[src/rtl/i2c_master_line_driver_pkg.sv]
// Shared I2C definitions: command opcodes, line-driver FSM states and line-drive payload.
// The controller sequencer imports the same opcodes.
package i2c_master_line_driver_pkg;

  localparam int unsigned BIT_CNT_W = 3;
  localparam int unsigned QIDX_W    = 2;

  typedef enum logic [1:0] {
    I2C_OP_NOP   = 2'd0,
    I2C_OP_START = 2'd1,
    I2C_OP_WRITE = 2'd2,
    I2C_OP_STOP  = 2'd3
  } i2c_op_e;

  typedef enum logic [2:0] {
    ST_IDLE   = 3'd0,
    ST_HOLD   = 3'd1,
    ST_START  = 3'd2,
    ST_RSTART = 3'd3,
    ST_BIT    = 3'd4,
    ST_ACK    = 3'd5,
    ST_STOP   = 3'd6
  } i2c_state_e;

  // Open-drain pull-down enables, 1 = pull low
  typedef struct packed {
    logic scl;
    logic sda;
  } i2c_lines_t;

endpackage

[src/rtl/i2c_master_line_driver_quarter_timer.sv]
// Quarter-bit timer: counts 0..QUARTER_PERIOD-1 while running, ticks on wrap.
// The count is held at 0 when not running and frozen while the slave stretches SCL.
module i2c_master_line_driver_quarter_timer #(
  parameter int unsigned QUARTER_PERIOD = 125,
  parameter int unsigned CNT_W          = 8
) (
  input  logic clk,
  input  logic rst_n,
  input  logic run,
  input  logic freeze,
  output logic tick_c
);

  localparam logic [CNT_W-1:0] LAST = CNT_W'(QUARTER_PERIOD - 1);

  logic [CNT_W-1:0] count;

  assign tick_c = run && !freeze && (count == LAST);

  always_ff @(posedge clk or negedge rst_n) begin
    if (!rst_n) begin
      count <= '0;
    end else if (!run) begin
      count <= '0;
    end else if (!freeze) begin
      count <= (count == LAST) ? '0 : count + CNT_W'(1);
    end
  end

endmodule

[src/rtl/i2c_master_line_driver.sv]
// I2C transmit line driver: turns START / WRITE / STOP commands into open-drain SCL/SDA
// drive, samples the slave ACK and honours clock stretching.
module i2c_master_line_driver
  import i2c_master_line_driver_pkg::*;
#(
  parameter int unsigned QUARTER_PERIOD = 125,
  parameter int unsigned CNT_W          = 8
) (
  input  logic       fast_clock,
  input  logic       reset_n,
  input  logic       cmd_valid,
  output logic       cmd_ready,
  input  logic [1:0] cmd_op,
  input  logic [7:0] cmd_data,
  input  logic       scl_in,
  input  logic       sda_in,
  output logic       scl_oe,
  output logic       sda_oe,
  output logic       done,
  output logic       ack_n,
  output logic       cmd_error,
  output logic       bus_owned
);

  i2c_state_e           state_q, state_d;
  logic [QIDX_W-1:0]    quarter_q, quarter_d;
  logic [BIT_CNT_W-1:0] bit_q, bit_d;
  logic [7:0]           shift_q, shift_d;
  i2c_lines_t           lines_q, lines_d;
  logic                 ready_q, ready_d;
  logic                 done_q, done_d;
  logic                 err_q, err_d;
  logic                 ack_smp_q, ack_smp_d;
  logic                 ack_n_q, ack_n_d;
  logic                 owned_q, owned_d;
  logic                 tick_q;
  logic                 tick_c;
  logic                 run_c;
  logic                 freeze_c;
  logic                 accept_c;
  i2c_op_e              op_c;

  assign run_c    = (state_q != ST_IDLE) && (state_q != ST_HOLD);
  // A released SCL that still reads low means the slave is stretching
  assign freeze_c = !lines_q.scl && !scl_in;
  assign accept_c = cmd_valid && ready_q;
  assign op_c     = i2c_op_e'(cmd_op);

  i2c_master_line_driver_quarter_timer #(
    .QUARTER_PERIOD (QUARTER_PERIOD),
    .CNT_W          (CNT_W)
  ) u_timer (
    .clk    (fast_clock),
    .rst_n  (reset_n),
    .run    (run_c),
    .freeze (freeze_c),
    .tick_c (tick_c)
  );

  always_ff @(posedge fast_clock or negedge reset_n) begin
    if (!reset_n) begin
      state_q   <= ST_IDLE;
      quarter_q <= '0;
      bit_q     <= '0;
      shift_q   <= '0;
      lines_q   <= '0;
      ready_q   <= 1'b0;
      done_q    <= 1'b0;
      err_q     <= 1'b0;
      ack_smp_q <= 1'b1;
      ack_n_q   <= 1'b1;
      owned_q   <= 1'b0;
      tick_q    <= 1'b0;
    end else begin
      state_q   <= state_d;
      quarter_q <= quarter_d;
      bit_q     <= bit_d;
      shift_q   <= shift_d;
      lines_q   <= lines_d;
      ready_q   <= ready_d;
      done_q    <= done_d;
      err_q     <= err_d;
      ack_smp_q <= ack_smp_d;
      ack_n_q   <= ack_n_d;
      owned_q   <= owned_d;
      tick_q    <= tick_c;
    end
  end

  // Next state; line drive is computed for the quarter being entered so outputs stay registered
  always_comb begin
    state_d   = state_q;
    quarter_d = quarter_q;
    bit_d     = bit_q;
    shift_d   = shift_q;
    lines_d   = lines_q;
    done_d    = 1'b0;
    err_d     = 1'b0;
    ack_smp_d = ack_smp_q;
    ack_n_d   = ack_n_q;
    owned_d   = owned_q;

    case (state_q)
      ST_IDLE: begin
        lines_d = '0;
        if (accept_c) begin
          case (op_c)
            I2C_OP_START: begin
              state_d     = ST_START;
              quarter_d   = '0;
              lines_d.sda = 1'b1;
            end
            I2C_OP_WRITE, I2C_OP_STOP: begin
              done_d = 1'b1;
              err_d  = 1'b1;
            end
            default: ;
          endcase
        end
      end

      ST_HOLD: begin
        if (accept_c) begin
          quarter_d = '0;
          case (op_c)
            I2C_OP_WRITE: begin
              state_d = ST_BIT;
              bit_d   = BIT_CNT_W'(7);
              shift_d = cmd_data;
            end
            I2C_OP_START: begin
              state_d     = ST_RSTART;
              lines_d.sda = 1'b0;
            end
            I2C_OP_STOP: begin
              state_d     = ST_STOP;
              lines_d.sda = 1'b1;
            end
            default: ;
          endcase
        end
      end

      ST_START: begin
        if (tick_c) begin
          quarter_d = quarter_q + QIDX_W'(1);
          if (quarter_q == QIDX_W'(0)) begin
            lines_d.scl = 1'b1;
          end else begin
            state_d = ST_HOLD;
            done_d  = 1'b1;
            owned_d = 1'b1;
          end
        end
      end

      ST_RSTART: begin
        if (tick_c) begin
          quarter_d = quarter_q + QIDX_W'(1);
          case (quarter_q)
            2'd0:    lines_d.scl = 1'b0;
            2'd1:    lines_d.sda = 1'b1;
            2'd2:    lines_d.scl = 1'b1;
            default: begin
              state_d = ST_HOLD;
              done_d  = 1'b1;
            end
          endcase
        end
      end

      ST_BIT: begin
        // SDA follows one cycle after SCL is pulled low so the two never move together
        if (lines_q.scl) lines_d.sda = ~shift_q[7];
        if (tick_c) begin
          quarter_d = quarter_q + QIDX_W'(1);
          if (quarter_q == QIDX_W'(1)) begin
            lines_d.scl = 1'b0;
          end else if (quarter_q == QIDX_W'(3)) begin
            lines_d.scl = 1'b1;
            if (bit_q == '0) begin
              state_d = ST_ACK;
            end else begin
              bit_d   = bit_q - BIT_CNT_W'(1);
              shift_d = {shift_q[6:0], 1'b0};
            end
          end
        end
      end

      ST_ACK: begin
        if (lines_q.scl) lines_d.sda = 1'b0;
        if (tick_q && (quarter_q == QIDX_W'(3))) ack_smp_d = sda_in;
        if (tick_c) begin
          quarter_d = quarter_q + QIDX_W'(1);
          if (quarter_q == QIDX_W'(1)) begin
            lines_d.scl = 1'b0;
          end else if (quarter_q == QIDX_W'(3)) begin
            lines_d.scl = 1'b1;
            state_d     = ST_HOLD;
            done_d      = 1'b1;
            ack_n_d     = ack_smp_q;
          end
        end
      end

      ST_STOP: begin
        if (tick_c) begin
          quarter_d = quarter_q + QIDX_W'(1);
          case (quarter_q)
            2'd0:    lines_d.scl = 1'b0;
            2'd1:    lines_d.sda = 1'b0;
            default: begin
              state_d = ST_IDLE;
              done_d  = 1'b1;
              owned_d = 1'b0;
            end
          endcase
        end
      end

      default: state_d = ST_IDLE;
    endcase

    ready_d = (state_d == ST_IDLE) || (state_d == ST_HOLD);
  end

  assign scl_oe    = lines_q.scl;
  assign sda_oe    = lines_q.sda;
  assign cmd_ready = ready_q;
  assign done      = done_q;
  assign cmd_error = err_q;
  assign ack_n     = ack_n_q;
  assign bus_owned = owned_q;

endmodule

[config.mk]
export PLATFORM = sky130hd
export DESIGN_NAME = i2c_master_line_driver
export DESIGN_NICKNAME = d
export VERILOG_FILES = /design/src/rtl/i2c_master_line_driver_pkg.sv /design/src/rtl/i2c_master_line_driver_quarter_timer.sv /design/src/rtl/i2c_master_line_driver.sv
export SDC_FILE = /design/constraint.sdc
export NUM_CORES = 1
export LEC_CHECK = 0
export BUFFER_PORTS_ARGS = -buffer_cell sky130_fd_sc_hd__buf_2
export CAP_MARGIN = 20
export CELL_PAD_IN_SITES_DETAIL_PLACEMENT = 2
export CELL_PAD_IN_SITES_GLOBAL_PLACEMENT = 2
export CORE_MARGIN = 2
export CORE_UTILIZATION = 37
export DETAILED_ROUTE_END_ITERATION = 7
export MAX_ROUTING_LAYER = met4
export PLACE_DENSITY = 0.85
export SLEW_MARGIN = 20
export SYNTH_ARGS = -nofsm -noshare
export SYNTH_HDL_FRONTEND = slang
export SYNTH_SLANG_ARGS = --single-unit
[constraint.sdc]
create_clock -name fast_clock -period 2.6 [get_ports fast_clock]
set_input_delay 0.39 -clock fast_clock [delete_from_list [all_inputs] [get_ports fast_clock]]
set_output_delay 0.39 -clock fast_clock [all_outputs]
set_load 0.01 [all_outputs]
==> impl_results.md, run 1 <==
* Synth Net Count at 257
* Max-Cap Viols at 0
* Layout cells sized above 1 at 0.209
* Final min period at 2260 ps
* Via count at 1,917
* Crit path max-delay cell type: dfrtp_1
* Critical path buffers and inverters at 2
* Post-Synth Simple-Gate Area at 0.225
* Core ar. at 5610 um^2
* FF+latch count, synth at 33
* IR drop worst, VDD at 345 uV
* FF-to-FF End: state_q[1]
* Most used DFF post-synth: dfrtp_1
* Complex-gate fraction of the synthesized area at 0.228
* Root Buffer Master: clkbuf_8
* Register area share after synthesis at 0.381
* Pin count of the biggest net entering global routing at 34
* R2r setup slk at 340 ps
* FF-to-FF path depth at 7
* Setup violators final at 0
* Synth Area in XOR/XNOR at 0.00403
* CTS tree: yes
* PortBufs at 21
* Post-CTS Setup Bufs at 0
* Hold Buf Count CTS at 0
* DRC at 0
* TNS Setup at 0 ps
* FP Rows at 27
* Wire length on met2 at ~3300 um
* WL/cell at 19.9 um
* Critical path's top delay family: simple AND/OR/NAND/NOR gates
* Period utilization at 0.868
* CP required at 2790 ps
* Htree depth at 2
* Fillers at 640
* IO Count at 22
* Fin cells at 325
* Drt initial violations at about 110
* WL met3 at 173 um
* Netlist cell types at 54
* Clock input transition at the sequential cells of the worst setup and hold paths at 80 ps
* Post-Layout Inst Area at 2440 um^2
* Critical Path Sink Type: flop
* Post-Synth Adder-Cell Area at 0.0690
* First-pass GRT wire length at 11,100 um
* Synth area leaders: dfrtp_1, ha_1, inv_1
* Antenna diodes at 0
* Clk sink count at 33
* Pwr dens at 679 nW/um^2
* CP Launch Point: state_q[2]
* Share of the synthesized area in the top cell type at 0.357
* Clock latency on the worst-skew pair at 310 ps
* Die Y at a little over 80 um
* Initial Utilization at 0.388
* Max clock buf depth at 2
* Dpl cell area at 2340 um^2
* RSZ-0062 raised after global routing: no
* Final ANT Viol Nets at 0
* Drt first pass iters at 4
* Mapped Avg Cell Area at 9.46 um^2
* DP HPWL at 4680 um
* Layout area overhead at 12.1%
* CP Max Fanout at 11
* Synthesized netlist cell count at 230
* Hold Slack at 157 ps
* Crit path capture: state_q[1]
* Max incr delay on CP at 430 ps
* GRT overflow at 0
* FMAX at between 400 and 500 MHz
* Pre-CTS worst setup slack at 411 ps
* Number of global-route vias before repair at 2,101
* Worst path depth at 7
* Largest family of logic cells by synthesized area: compound AO/OA/AOI/OAI gates
* Worst-Margin Slew at ~800 ps
* Status: finished, final reports clean
* DR top layer: met4
* Layout Nets at 279
* Slew HR at 0.479
* Max Slew Vio Count at 0
* Initial antenna violation count at 0
* Post-synthesis mux area share at 0.0339
* Post-synthesis cell area at 2180 um^2
* Cts repair resizes at 0
* PnR worst setup slack at roughly 340 ps
* Critical path type: reg2reg
* GPL Wtd Cong at 0.811
* Placed insts at 317
* Critical Path Most Common Cell: inv_1
* Clock buffer count from CTS at 5
* Horiz. Die Dim at 80.7 um
* Async SR Flop Fraction at 1.00
* Static Leak at 1.06 nW
* Layout Skew at 15.7 ps
* WP data arrival at 2450 ps
* Critical Path, Cell by Cell: inv_1, ha_1, o21ba_2, nand3_4, inv_1, a211oi_1, or3_1
* Total Wirelength at 6480 um
* Die area at 6510 um^2
* WL met1 at 2960 um
* Worst setup SP type: flop
* Number of vias per cell at between 5 and 6
* Yosys top cell by area: dfrtp_1
* Final Hold Violating Endpoints at 0
* Hold Path Class: in2async
* Reg2reg start: state_q[2]
* Synth warn at 0
* GRT Total Usage at 0.235
* EDFF count, synth at 0
cells in the final DEF (no fill, tap or decap), types with 5 or more instances in the layout:
master / n
ha_1: 12
nand2_1: 14
o31ai_1: 7
buf_2: 21
o21ai_0: 11
nand4_1: 5
nor2_1: 9
inv_1: 17
clkbuf_8: 7
o22ai_1: 6
a21oi_1: 9
nand2b_1: 7
nor2b_1: 8
a2bb2oi_1: 7
nand3_1: 10
or2_2: 7
dfrtp_1: 31
worst register-to-register path: stages (launching register included):
cell and delay [ps]:
dfrtp_1 430, inv_1 120, ha_1 290, o21ba_2 340
nand3_4 150, inv_1 260, a211oi_1 170, or3_1 390
flip-flops by register name (all words and copies together), names as in the netlist, 2 cells and up:
signal and cells:
state_q 3, bit_q 3, shift_q 8, u_timer.count 8, quarter_q 2
area by class of cell:
type                            instances  area [um^2]  share of cell area
Clock inverter                          1         5.00             0.00205
Multi-Input combinational cell        170         1220               0.500
Sequential cell                        33          828               0.340
Inverter                               17         63.8              0.0262
Clock buffer                            7         96.3              0.0395
Tap cell                               72         90.1              0.0369
Timing Repair Buffer                   25          135              0.0554
Yosys cell counts (3+ instances only):
cell,count
a21oi_1,9
a22o_1,3
a2bb2oi_1,7
and3_1,3
buf_2,3
buf_6,3
clkbuf_1,4
dfrtp_1,31
ha_1,12
inv_1,17
mux2_2,3
mux2i_1,4
nand2_1,14
nand2b_1,7
nand3_1,10
nand4_1,5
nor2_1,9
nor2b_1,8
nor4_1,4
o21ai_0,11
o22ai_1,6
o311ai_0,3
o31ai_1,7
or2_2,7
or3_1,4
worst min path at each step:
stage                                start                to  slack [ps]  depth (start not counted)
final                              reset_n              done         160                          1
after global routing               reset_n              done         220                          1
after CTS                          reset_n              done         200                          1
after detailed placement  u_timer.count[7]  u_timer.count[7]         490                          1
after global placement    u_timer.count[7]  u_timer.count[7]         470                          1
after floorplan                    reset_n          bit_q[0]          90                          0
power by group:
group,switching (mW),internal (mW)
clock,0.212,0.240
sequential,0.0689,0.572
combinational,0.346,0.217
logic make-up after synthesis:
kind of cell	Yosys count
AO/OA/AOI/OAI	68
XOR/XNOR	1
adder cells (fa/ha/maj)	12
buffers and inverters	27
flip-flops	33
multiplexers	7
AND/OR/NAND/NOR	82
per-stage QoR:
step                 util  total power, mW
CTS                 0.435             1.67
global route        0.435             1.76
detailed placement  0.417             1.21
global placement    0.417             1.18
floorplan               -             1.03
finish              0.435             1.66
metal layers:
metal | vias to the layer above | track usage
met3 | 8 | 0.0393
met5 | - | -
met4 | 0 | 0.0780
met1 | 986 | 0.289
li1 | 899 | -
met2 | 24 | 0.393
No activity file was read; power rests on OpenSTA's default activity.
==> run 2, diff against run 1 <==
Settings changed: CELL_PAD_IN_SITES_DETAIL_PLACEMENT 2 to 1, CELL_PAD_IN_SITES_GLOBAL_PLACEMENT 2 to 1, CORE_UTILIZATION 37 to 45.
==> run 2 against run 1 <==
Worst setup slack better by 40 ps. Global-route usage is 1.4 points higher. Largest cell class unchanged. Largest power group unchanged. Clock power is 10% lower. Core utilization is 7.6 points higher.
==> impl_results.md, run 2 (same netlist as run 1, synthesis figures left out) <==
* Pre-CTS worst setup slack at 407 ps
* Clock latency on the worst-skew pair at 280 ps
* Multi-input combinational cell area at 1220 um^2
* PortBufs at 21
* Post-CTS Setup Bufs at 0
* Die area at 5410 um^2
* Drt first pass iters at 4
* Register share of total power at 0.403
* Max clock buf depth at 2
* Leading registers by flop count: shift_q: 8 flops, u_timer.count: 8 flops
* IR drop worst, VDD at around 340 uV
* Fillers at approximately 570
* Clk pwr share at 0.255
* Clk sink count at 33
* Die Y at 73.5 um
* Max-Cap Viols at 0
* Register Area at 828 um^2
* Commonest non-fill, non-tap cells in the layout: dfrtp_1, buf_2, inv_1, nand2_1, ha_1
* Layout Skew at 12.9 ps
* IO Count at 22
* Horiz. Die Dim at 73.5 um
* Number of vias per cell at 6.19
* Crit path max-delay cell type: dfrtp_1
* Static Leak at 1.05 nW
* Hold Buf Count CTS at 0
* Root Buffer Master: clkbuf_8
* Clock input transition at the sequential cells of the worst setup and hold paths at about 80 ps
* Critical Path Sink Type: flop
* Period utilization at 0.853
* GRT Total Usage at 0.249
* Via count at 1,895
* Comb pwr share at 0.342
* Slew HR at 0.480
* WL/cell at 19.1 um
* Core ar. at around 4700 um^2
* Max Slew Vio Count at 0
* RSZ-0062 raised after global routing: no
* Initial Utilization at 0.464
* DRC at 0
* Total Wirelength at 5850 um
* TNS Setup at 0 ps
* Critical path type: reg2reg
* GRT overflow at 0
* Leading cell type in the layout, fill and taps excluded: dfrtp_1
* Worst-Margin Slew at 780 ps
* Pin count of the biggest net entering global routing at 34
* Switching Share at 0.366
* WP data arrival at about 2400 ps
* Layout cells sized above 1 at 0.198
* Status: finished, final reports clean
* Fin cells at 306
* Final min period at 2220 ps
* Sw Pwr at between 0.5 and 0.6 mW
* Hold Path Class: in2async
* First-pass GRT wire length at around 9800 um
* PnR worst setup slack at 382 ps
* CP Max Fanout at 20
* CTS tree: yes
* GPL Wtd Cong at about 0.86
* Setup violators final at 0
* Antenna diodes at 0
* Final ANT Viol Nets at 0
* Htree depth at 2
* Final Hold Violating Endpoints at 0
* Int Power at 1.00 mW
* FP Rows at 25
* Number of global-route vias before repair at 2,051
* Pwr dens at about 660 nW/um^2
* Layout area overhead at 10.2%
* Placed insts at 298
* Drt initial violations at 157
* CP required at 2790 ps
* Max incr delay on CP at 630 ps
* Final Util at 0.511
* DP HPWL at 4220 um
* Cts repair resizes at 0
* Final Power at 1.59 mW
* Worst setup SP type: flop
* Critical Path, Cell by Cell: nor3b_4, nand3_1, a22oi_2, a2bb2oi_1
* Initial antenna violation count at 0
* FMAX at roughly 450 MHz
* Layout Nets at 278
* Clock buffer count from CTS at 5
==> run 2: path summary, 6_finish.rpt <==
check	cells past startpoint	slack, ps	end	startpoint
worst max-delay path	4	380	bit_q[1]	state_q[0]
worst min-delay path	1	180	quarter_q[1]	reset_n
worst max register to register	4	380	bit_q[1]	state_q[0]
worst min register to register	1	480	u_timer.count[7]	u_timer.count[7]
max in group asynchronous	1	1920	bit_q[1]	reset_n
min in group fast_clock	2	350	ack_smp_q	sda_in
==> run 2: final cells by class <==
type                            count  share of cell area
Clock buffer                        8              0.0376
Inverter                           17              0.0266
Multi-Input combinational cell    170               0.509
Sequential cell                    33               0.346
Tap cell                           54              0.0282
Timing Repair Buffer               24              0.0532
==> run 2: metal layers <==
layer / share of wire / vias up / GRT usage
met2: 0.53 / 31 / 0.438
met1: 0.43 / 958 / 0.293
met5: 0 / - / -
met3: 0.026 / 4 / 0.0316
li1: - / 902 / -
met4: 0.0075 / 0 / 0.0808
==> run 2: power by group through the flow <==
stage	Sequential [mW]	Clock (mW)	Combinational [mW]
6_report	0.638	0.404	0.542
5_1_grt	0.646	0.442	0.608
4_1_cts	0.634	0.413	0.539
3_3_place_gp	0.641	0	0.526
2_1_floorplan	0.639	0	0.390
3_5_place_dp	0.643	0	0.538
==> run 2: stage by stage <==
step           hold slack [ps]  cell area [um^2]
4_1_cts                    206              2400
6_report                   178              2400
3_3_place_gp               473              2310
2_1_floorplan             94.4              2180
3_5_place_dp               480              2310
5_1_grt                    232              2400
==> run 2: worst max-delay path: cells and delay by family (launching register included) <==
family           cells  cell delay [ps]
AO/OA/AOI/OAI        2              690
flip-flops           1              630
AND/OR/NAND/NOR      2              790
